## config.mk

```make
export PLATFORM = sky130hd
export DESIGN_NAME = unit_test_sequencer
export DESIGN_NICKNAME = d
export VERILOG_FILES = /design/src/rtl/unit_test_sequencer_pkg.sv /design/src/rtl/unit_test_sequencer_watchdog_counter.sv /design/src/rtl/unit_test_sequencer.sv
export SDC_FILE = /design/constraint.sdc
export NUM_CORES = 1
export LEC_CHECK = 0
export CAP_MARGIN = 20
export CORE_MARGIN = 1.5
export CORE_UTILIZATION = 55
export DETAILED_ROUTE_END_ITERATION = 10
export PLACE_DENSITY = 0.81
export SLEW_MARGIN = 20
export SYNTH_ARGS = -nofsm -noshare
export SYNTH_HDL_FRONTEND = slang
export SYNTH_SLANG_ARGS = --single-unit
```

## constraint.sdc

```tcl
create_clock -name clk -period 3.15 [get_ports clk]
set_clock_uncertainty 0.15 [all_clocks]
set_input_delay 0.63 -clock clk [delete_from_list [all_inputs] [get_ports clk]]
set_output_delay 0.63 -clock clk [all_outputs]
set_load 0.01 [all_outputs]
```

## src/rtl/unit_test_sequencer_pkg.sv

```systemverilog
// Shared definitions for the unit-test sequencer.
// Holds the FSM state encoding and the width of the test index.
package unit_test_sequencer_pkg;

  typedef enum logic [2:0] {
    ST_IDLE  = 3'd0,
    ST_START = 3'd1,
    ST_WAIT  = 3'd2,
    ST_GAP   = 3'd3,
    ST_DONE  = 3'd4
  } seq_state_t;

  localparam int IDX_W = 4;

endpackage

```

## src/rtl/unit_test_sequencer_watchdog_counter.sv

```systemverilog
// Per-test watchdog for the sequencer.
// Ports:
//   clk, rst  - system clock, synchronous active-high reset
//   clr       - return the count to zero (takes priority over en)
//   en        - advance the count by one
//   expired   - count has reached TIMEOUT-1
// The count stops at TIMEOUT-1, so it cannot wrap while a test hangs.
module watchdog_counter #(
  parameter int TIMEOUT_W = 16,
  parameter int TIMEOUT   = 1000
) (
  input  logic clk,
  input  logic rst,
  input  logic clr,
  input  logic en,
  output logic expired
);

  localparam logic [TIMEOUT_W-1:0] LIMIT = TIMEOUT_W'(TIMEOUT - 1);

  logic [TIMEOUT_W-1:0] count;

  always_ff @(posedge clk) begin
    if (rst) begin
      count <= '0;
    end else if (clr) begin
      count <= '0;
    end else if (en && !expired) begin
      count <= count + TIMEOUT_W'(1);
    end
  end

  assign expired = (count == LIMIT);

endmodule

```

## src/rtl/unit_test_sequencer.sv

```systemverilog
// Start/finish handshake initiator for the CPU self-test harness.
// Runs each attached unit test in index order, records pass/fail and
// hung tests, and reports the aggregate result.
// Ports:
//   clk, rst      - system clock, synchronous active-high reset
//   go            - run request (honoured in IDLE and DONE)
//   test_start    - one-hot level start to unit test i
//   test_finish   - finish level from unit test i
//   test_pass     - pass flag from unit test i, valid with its finish
//   busy          - run in progress
//   cur_idx       - index of the test being run
//   done          - run complete, results held
//   all_pass      - while done: every test finished and passed
//   fail_mask     - bit i: test i finished with pass low
//   timeout_mask  - bit i: test i hit the watchdog
//
// state | meaning
// IDLE  | waiting for go after reset
// START | raise start for cur_idx, clear watchdog
// WAIT  | hold start, wait for finish or watchdog expiry
// GAP   | drop start for one cycle, then advance or finish
// DONE  | results held; go restarts the run
module unit_test_sequencer
  import unit_test_sequencer_pkg::*;
#(
  parameter int N_TESTS   = 4,
  parameter int TIMEOUT_W = 16,
  parameter int TIMEOUT   = 1000
) (
  input  logic               clk,
  input  logic               rst,
  input  logic               go,
  output logic [N_TESTS-1:0] test_start,
  input  logic [N_TESTS-1:0] test_finish,
  input  logic [N_TESTS-1:0] test_pass,
  output logic               busy,
  output logic [IDX_W-1:0]   cur_idx,
  output logic               done,
  output logic               all_pass,
  output logic [N_TESTS-1:0] fail_mask,
  output logic [N_TESTS-1:0] timeout_mask
);

  seq_state_t         state, state_d;
  logic [IDX_W-1:0]   idx_q, idx_d;
  logic [N_TESTS-1:0] fail_q, fail_d;
  logic [N_TESTS-1:0] tmo_q, tmo_d;
  logic [N_TESTS-1:0] sel;
  logic               finish_cur, pass_cur, last_idx;
  logic               wd_clr, wd_en, wd_expired;

  // Select the current test by mask rather than bit index so the 4-bit
  // index can address any N_TESTS without a width mismatch.
  assign sel        = N_TESTS'(1) << idx_q;
  assign finish_cur = |(test_finish & sel);
  assign pass_cur   = |(test_pass & sel);
  assign last_idx   = (idx_q == IDX_W'(N_TESTS - 1));

  watchdog_counter #(
    .TIMEOUT_W (TIMEOUT_W),
    .TIMEOUT   (TIMEOUT)
  ) u_watchdog (
    .clk     (clk),
    .rst     (rst),
    .clr     (wd_clr),
    .en      (wd_en),
    .expired (wd_expired)
  );

  always_ff @(posedge clk) begin
    if (rst) begin
      state  <= ST_IDLE;
      idx_q  <= '0;
      fail_q <= '0;
      tmo_q  <= '0;
    end else begin
      state  <= state_d;
      idx_q  <= idx_d;
      fail_q <= fail_d;
      tmo_q  <= tmo_d;
    end
  end

  always_comb begin
    state_d = state;
    idx_d   = idx_q;
    fail_d  = fail_q;
    tmo_d   = tmo_q;
    wd_clr  = 1'b0;
    wd_en   = 1'b0;
    case (state)
      ST_IDLE, ST_DONE: begin
        if (go) begin
          state_d = ST_START;
          idx_d   = '0;
          fail_d  = '0;
          tmo_d   = '0;
        end
      end
      ST_START: begin
        wd_clr  = 1'b1;
        state_d = ST_WAIT;
      end
      ST_WAIT: begin
        wd_en = 1'b1;
        // Finish is checked first so a finish on the expiry cycle wins.
        if (finish_cur) begin
          fail_d  = pass_cur ? (fail_q & ~sel) : (fail_q | sel);
          state_d = ST_GAP;
        end else if (wd_expired) begin
          tmo_d   = tmo_q | sel;
          state_d = ST_GAP;
        end
      end
      ST_GAP: begin
        if (last_idx) begin
          state_d = ST_DONE;
        end else begin
          idx_d   = idx_q + IDX_W'(1);
          state_d = ST_START;
        end
      end
      default: state_d = ST_IDLE;
    endcase
  end

  assign test_start   = (state == ST_START || state == ST_WAIT) ? sel : '0;
  assign busy         = (state == ST_START || state == ST_WAIT || state == ST_GAP);
  assign done         = (state == ST_DONE);
  assign all_pass     = done & ~|fail_q & ~|tmo_q;
  assign cur_idx      = idx_q;
  assign fail_mask    = fail_q;
  assign timeout_mask = tmo_q;

endmodule

```

==> Word level (Yosys, flattened, before mapping) <==
Cells that the tools add are included.
Widths: inputs -> output; s select.
{ "totals": {"input_bits": 11, "register_bits": 31, "out_inout_bits": 19, "elab_cells": 64} }
{ "op_classes": {"n_mux": 17, "add_sub_neg": 2, "eq_ne": 12, "bitwise_logic": 8, "reduce_logical": 19, "shift": 1} }
{ "op_table": {"columns": ["cell", "count"], "rows": [
  ["$mux 4", 7],
  ["$pmux 4 s2", 3],
  ["$add 16x1->16 const B", 1],
  ["$eq 16x10->1 const B", 1],
  ["$reduce_or 4->1", 4],
  ["$and 4x4->4", 3],
  ["$mux 3", 4],
  ["$pmux 3 s4", 1],
  ["$ne 2x2->1 const B", 4],
  ["$or 4x4->4", 2],
  ["$eq 3x2->1 const B", 2],
  ["$reduce_and 3->1", 2],
  ["$add 4x1->4 const B", 1],
  ["$eq 4x2->1 const B", 1],
  ["$not 4->4", 1],
  ["$reduce_and 4->1", 1],
  ["$reduce_bool 2->1", 2],
  ["$reduce_or 2->1", 2],
  ["$shl 1x4->4 const A", 1],
  ["$eq 3x1->1 const B", 1],
  ["$eq 3x3->1 const B", 1],
  ["$logic_not 1->1", 3],
  ["$logic_not 3->1", 1],
  ["$ne 3x2->1 const B", 1],
  ["6 further kinds", 9]
]} }

==> Longest topological paths before layout <==
{ "logic_depth": {"ltp_word": 6, "ltp_mapped": 6, "depth_no_buf": 5} }

==> Modules after synthesis <==
A second synthesis with hierarchy kept.
{ "unflattened": {"hier_cells": 203, "hier_area_um2": 1729.2} }
{ "by_module_without_submodules": {"columns": ["mod", "cells_each", "seq_area_each_um2", "area_per_inst_um2", "n_inst"], "rows": [
  ["unit_test_sequencer", 111, 300.3, 928.4, 1],
  ["watchdog_counter", 92, 320.3, 800.8, 1]
]} }

==> Worst setup path after synthesis <==
OpenSTA, ideal clock, no wires.
{ "synth_path": {"path_type": "input to register", "start": "input port go", "end": "register tmo_q[0], in the netlist timeout_mask[0]", "arrival_ns": 1.678, "required_time_ns": 2.883, "n_path_buf": 0, "stages": 4, "setup_ns": 0.117, "path_slack_ns": 1.205, "cell_sequence": "nor3b_1 -> nor2_1 -> and4_2 -> a32o_1"} }
{ "synth_via": {"elab_chain_cells": 2} }
{ "synth_rtl": {"columns": ["item", "line_no", "source"], "rows": [
  ["start: declaration", "unit_test_sequencer.sv:32", "input logic go,"],
  ["$ne 2x2->1 (no line)", null, null],
  ["$reduce_and 4->1 (no line)", null, null],
  ["end signal: assignment", "unit_test_sequencer.sv:80", "tmo_q <= tmo_d;"],
  ["end: declaration", "unit_test_sequencer.sv:47", "logic [N_TESTS-1:0] tmo_q, tmo_d;"]
]} }
Every way passes these cells.
A chain may end at the register's enable or synchronous reset.

==> Worst setup path after layout <==
{ "layout_path": {"start": "register idx_q[1], in the netlist cur_idx[1]", "end": "output port test_start[3]"} }
{ "layout_via": {"elab_chain_cells": 2} }
{ "layout_rtl": {"columns": ["item", "line_no", "source"], "rows": [
  ["start: declaration", "unit_test_sequencer.sv:45", "logic [IDX_W-1:0] idx_q, idx_d;"],
  ["start signal: assignment", "unit_test_sequencer.sv:78", "idx_q <= idx_d;"],
  ["$shl 1x4->4", "unit_test_sequencer.sv:54", "assign sel = N_TESTS'(1) << idx_q;"],
  ["$mux 4", "unit_test_sequencer.sv:127", "assign test_start = (state == ST_START || state == ST_WAIT) ? sel : '0;"],
  ["end: declaration", "unit_test_sequencer.sv:33", "output logic [N_TESTS-1:0] test_start,"]
]} }
Every way passes these cells.

==> flow_summary_export.csv <==
group,metric,value,unit
setup_path,crit_fanout,8,
floorplanning,design.die.area,3230,sq um
sta,maxSlewHeadroom,0.660,
floorplanning,dieWidth,56.9,microns
detailed_routing,drtPass1Iterations,4,
setup_path,slowest_delay,550,ps
floorplanning,die_h,56.9,microns
synth,ys_warn_count,0,
detailed_routing,wl,3870,microns
synth,synth-seq-area-share,0.389,
place,dp_hpwl,2870,microns
power_and_ir_drop,combinationalPowerShare,0.234,
finish,nets,229,
floorplanning,start_util,0.578,
power_and_ir_drop,p_leak,0.000651,uW
clocking,clkTransAtPathRegs,90,ps
synth,ys_top_cells_by_area,"dfxtp_1 39%, a21oi_1 5.3%, nor2_1 3.5%",
setup_path,crit_buf_inv,1,
setup_path,cp_slowest_cell,"clkdlybuf4s50_1",
global_route,grt_max_degree,16,
sta,worstMarginPinSlew,509,ps
power_and_ir_drop,p_int,565,uW
power_and_ir_drop,switchingPower,261,uW
synth,synth_edf_count,0,
detailed_routing,drt_drc_violations_left,0,
place,gp_congestion,0.840,
clocking,numCtsBuffers,5,
global_route,grt_pass1_wl,6280,microns
setup_path,startpoint_type,"register",
detailed_routing,vias_per_cell,6.14,
sta,setup_tns,0,ps
setup_path,worstPathRequired,2370,ps
synth,yosysUniqueCellTypes,42,
clocking,cts_setup_buffers,0,
power_and_ir_drop,vdd_drop_max,0.000387,V
synth,synth_top_area_cell,"dfxtp_1",
sta,post-route-period-util,0.905,
clocking,clk_latency,330,ps
power_and_ir_drop,swShare,0.316,
power_and_ir_drop,power_density,430,nW/um^2
power_and_ir_drop,total_power,827,uW
global_route,grt.total_usage,0.253,
finish,final_common_cell,"dfxtp_1",
power_and_ir_drop,seqPwrFrac,0.517,
sta,finalSetupViolations,0,
sta,maxSlewViolCount,0,
run_status,outcome,"complete, no violations",
clocking,cts_sinks,31,
synth,async_reset_ff_frac,0,
sta,finalHoldViolCount,0,
worst_hold_path,min_path_type,"register to register",
finish,n_antenna_cell,0,
clocking,ctsResizeCount,0,
global_route,grt_overflow,0,
finish,final_cell_mix,"31 x dfxtp_1, 29 x clkdlybuf4s50_1, 17 x a21oi_1",
place,dpl-instance-area,1880,sq um
setup_path,critPathTopFamily,"simple AND/OR/NAND/NOR gates",
run,drv_cap,0,
global_route,antenna_found_initial,0,
detailed_routing,post_drt_wl_per_cell,15.7,microns
synth,avgSynthCellArea,8.58,sq um
sta,whs,337,ps
detailed_routing,drt_iter0_drc,59,
synth,synthesis.area,1600,sq um
sta,rsz0062_at_grt,"no",
synth,synthCells,186,
floorplanning,core,2760,sq um
finish,final_area,1920,sq um
finish,drive_gt1_frac,0.0791,
synth,ys_ff_latch,31,
setup_path,crit_chain,"nor3b_1 -> nand2_1 -> nor2_1 -> clkdlybuf4s50_1",
synth,syn_nets,199,
clocking,hold_buffers,0,
setup_path,cp.arrival,2070,ps
synth,synth_flop_cell,"dfxtp_1",
clocking,cts-root-buf,"clkbuf_4",
setup_path,critPathKind,"register to primary output",
clocking,cts_max_level,2,
detailed_routing,ant_nets,0,
clocking,tritoncts,"yes",
sta,min_period,2850,ps
place,io_buffers,29,
global_route,grt_pass1_vias,1377,
floorplanning,num_rows,19,
floorplanning,io_pins,30,
finish,area_growth,20.6,%
synth,yosysTopAreaCellShare,0.389,
detailed_routing,via_count,1510,
clocking,cts_buffer_depth,2,
setup_path,endpoint_kind,"primary output",
power_and_ir_drop,p_clk_frac,0.249,
sta,fmaxAchievable,0.351,GHz
setup_path,rrSetupSlack,1040,ps
-- state kept, by name (all words and copies together) (netlist names) --
name and count:
u_watchdog.count 16, cur_idx 4, fail_mask 4, timeout_mask 4, state 3
-- kinds of logic (layout without fill, tap and decap cells) --
| kind of cell | Yosys count | in the layout | share of synthesized area |
|---|---|---|---|
| AND/OR/NAND/NOR | 92 | 92 | 0.336 |
| buffers and inverters | 13 | 42 | 0.0494 |
| multiplexers | 4 | 4 | 0.0259 |
| adder cells (fa/ha/maj) | 2 | 2 | 0.0157 |
| XOR/XNOR | 6 | 6 | 0.0329 |
| flip-flops | 31 | 31 | 0.389 |
| AO/OA/AOI/OAI | 38 | 38 | 0.151 |
-- final timing paths --
check | from | to | cells past startpoint
worst max-delay path | cur_idx[1] | test_start[3] | 4
worst min-delay path | u_watchdog.count[15] | u_watchdog.count[15] | 2
worst max register to register | cur_idx[0] | cur_idx[0] | 5
worst min register to register | u_watchdog.count[15] | u_watchdog.count[15] | 2
-- cell usage after synthesis, types with 2 or more instances --
cell       n
nand4_1    7
and4_1     4
mux2i_1    3
nor3_1     6
or4_1      6
dfxtp_1   31
nor3b_1    4
or3_1      7
nand3_1    7
a32o_1     4
nor2_1    15
nor4_1     5
nand2_1   13
clkbuf_1   3
and2_1     3
inv_1      4
o21ai_0    7
xor2_1     5
o31ai_1    4
or2_2      3
a21oi_1   17
and3_1     5
ha_1       2
buf_2      3
-- cell type report --
| type | instances | area, sq um |
|---|---|---|
| repair buffers | 32 | 313 |
| well taps | 31 | 38.8 |
| inverters | 4 | 15.0 |
| flip-flops and latches | 31 | 621 |
| fillers | 215 | 833 |
| clock buffers | 6 | 41.3 |
| multi-input cells | 142 | 896 |
-- metrics by stage --
| stage | instances | worst slack [ps] | util |
|---|---|---|---|
| after detailed placement | 240 | 703 | 0.683 |
| final | 246 | 299 | 0.698 |
| after floorplan | 186 | 1200 | - |
| after CTS | 246 | 324 | 0.698 |
| after global placement | 240 | 748 | 0.683 |
| after global routing | 246 | 202 | 0.698 |
-- metal layers --
metal,up-vias,track usage,wire length (microns),share of wire
met3,7,0.0829,198,0.051
met5,-,0,0,0
met2,28,0.377,1810,0.47
li1,759,-,-,-
met4,0,0.0997,65,0.017
met1,716,0.338,1800,0.46
-- tightest hold or removal path: stages, from the launching register on --
cell and delay, ps:
dfxtp_1 330, o31ai_1 60, a21oi_1 50
-- power groups by stage --
stage / sequential [uW] / clock (uW) / combinational [uW]
after global placement: 434 / 0 / 188
after floorplan: 429 / 0 / 123
final: 427 / 206 / 194
after detailed placement: 436 / 0 / 191
after CTS: 427 / 208 / 193
after global routing: 430 / 224 / 209
(Power assumes the default switching activity.)
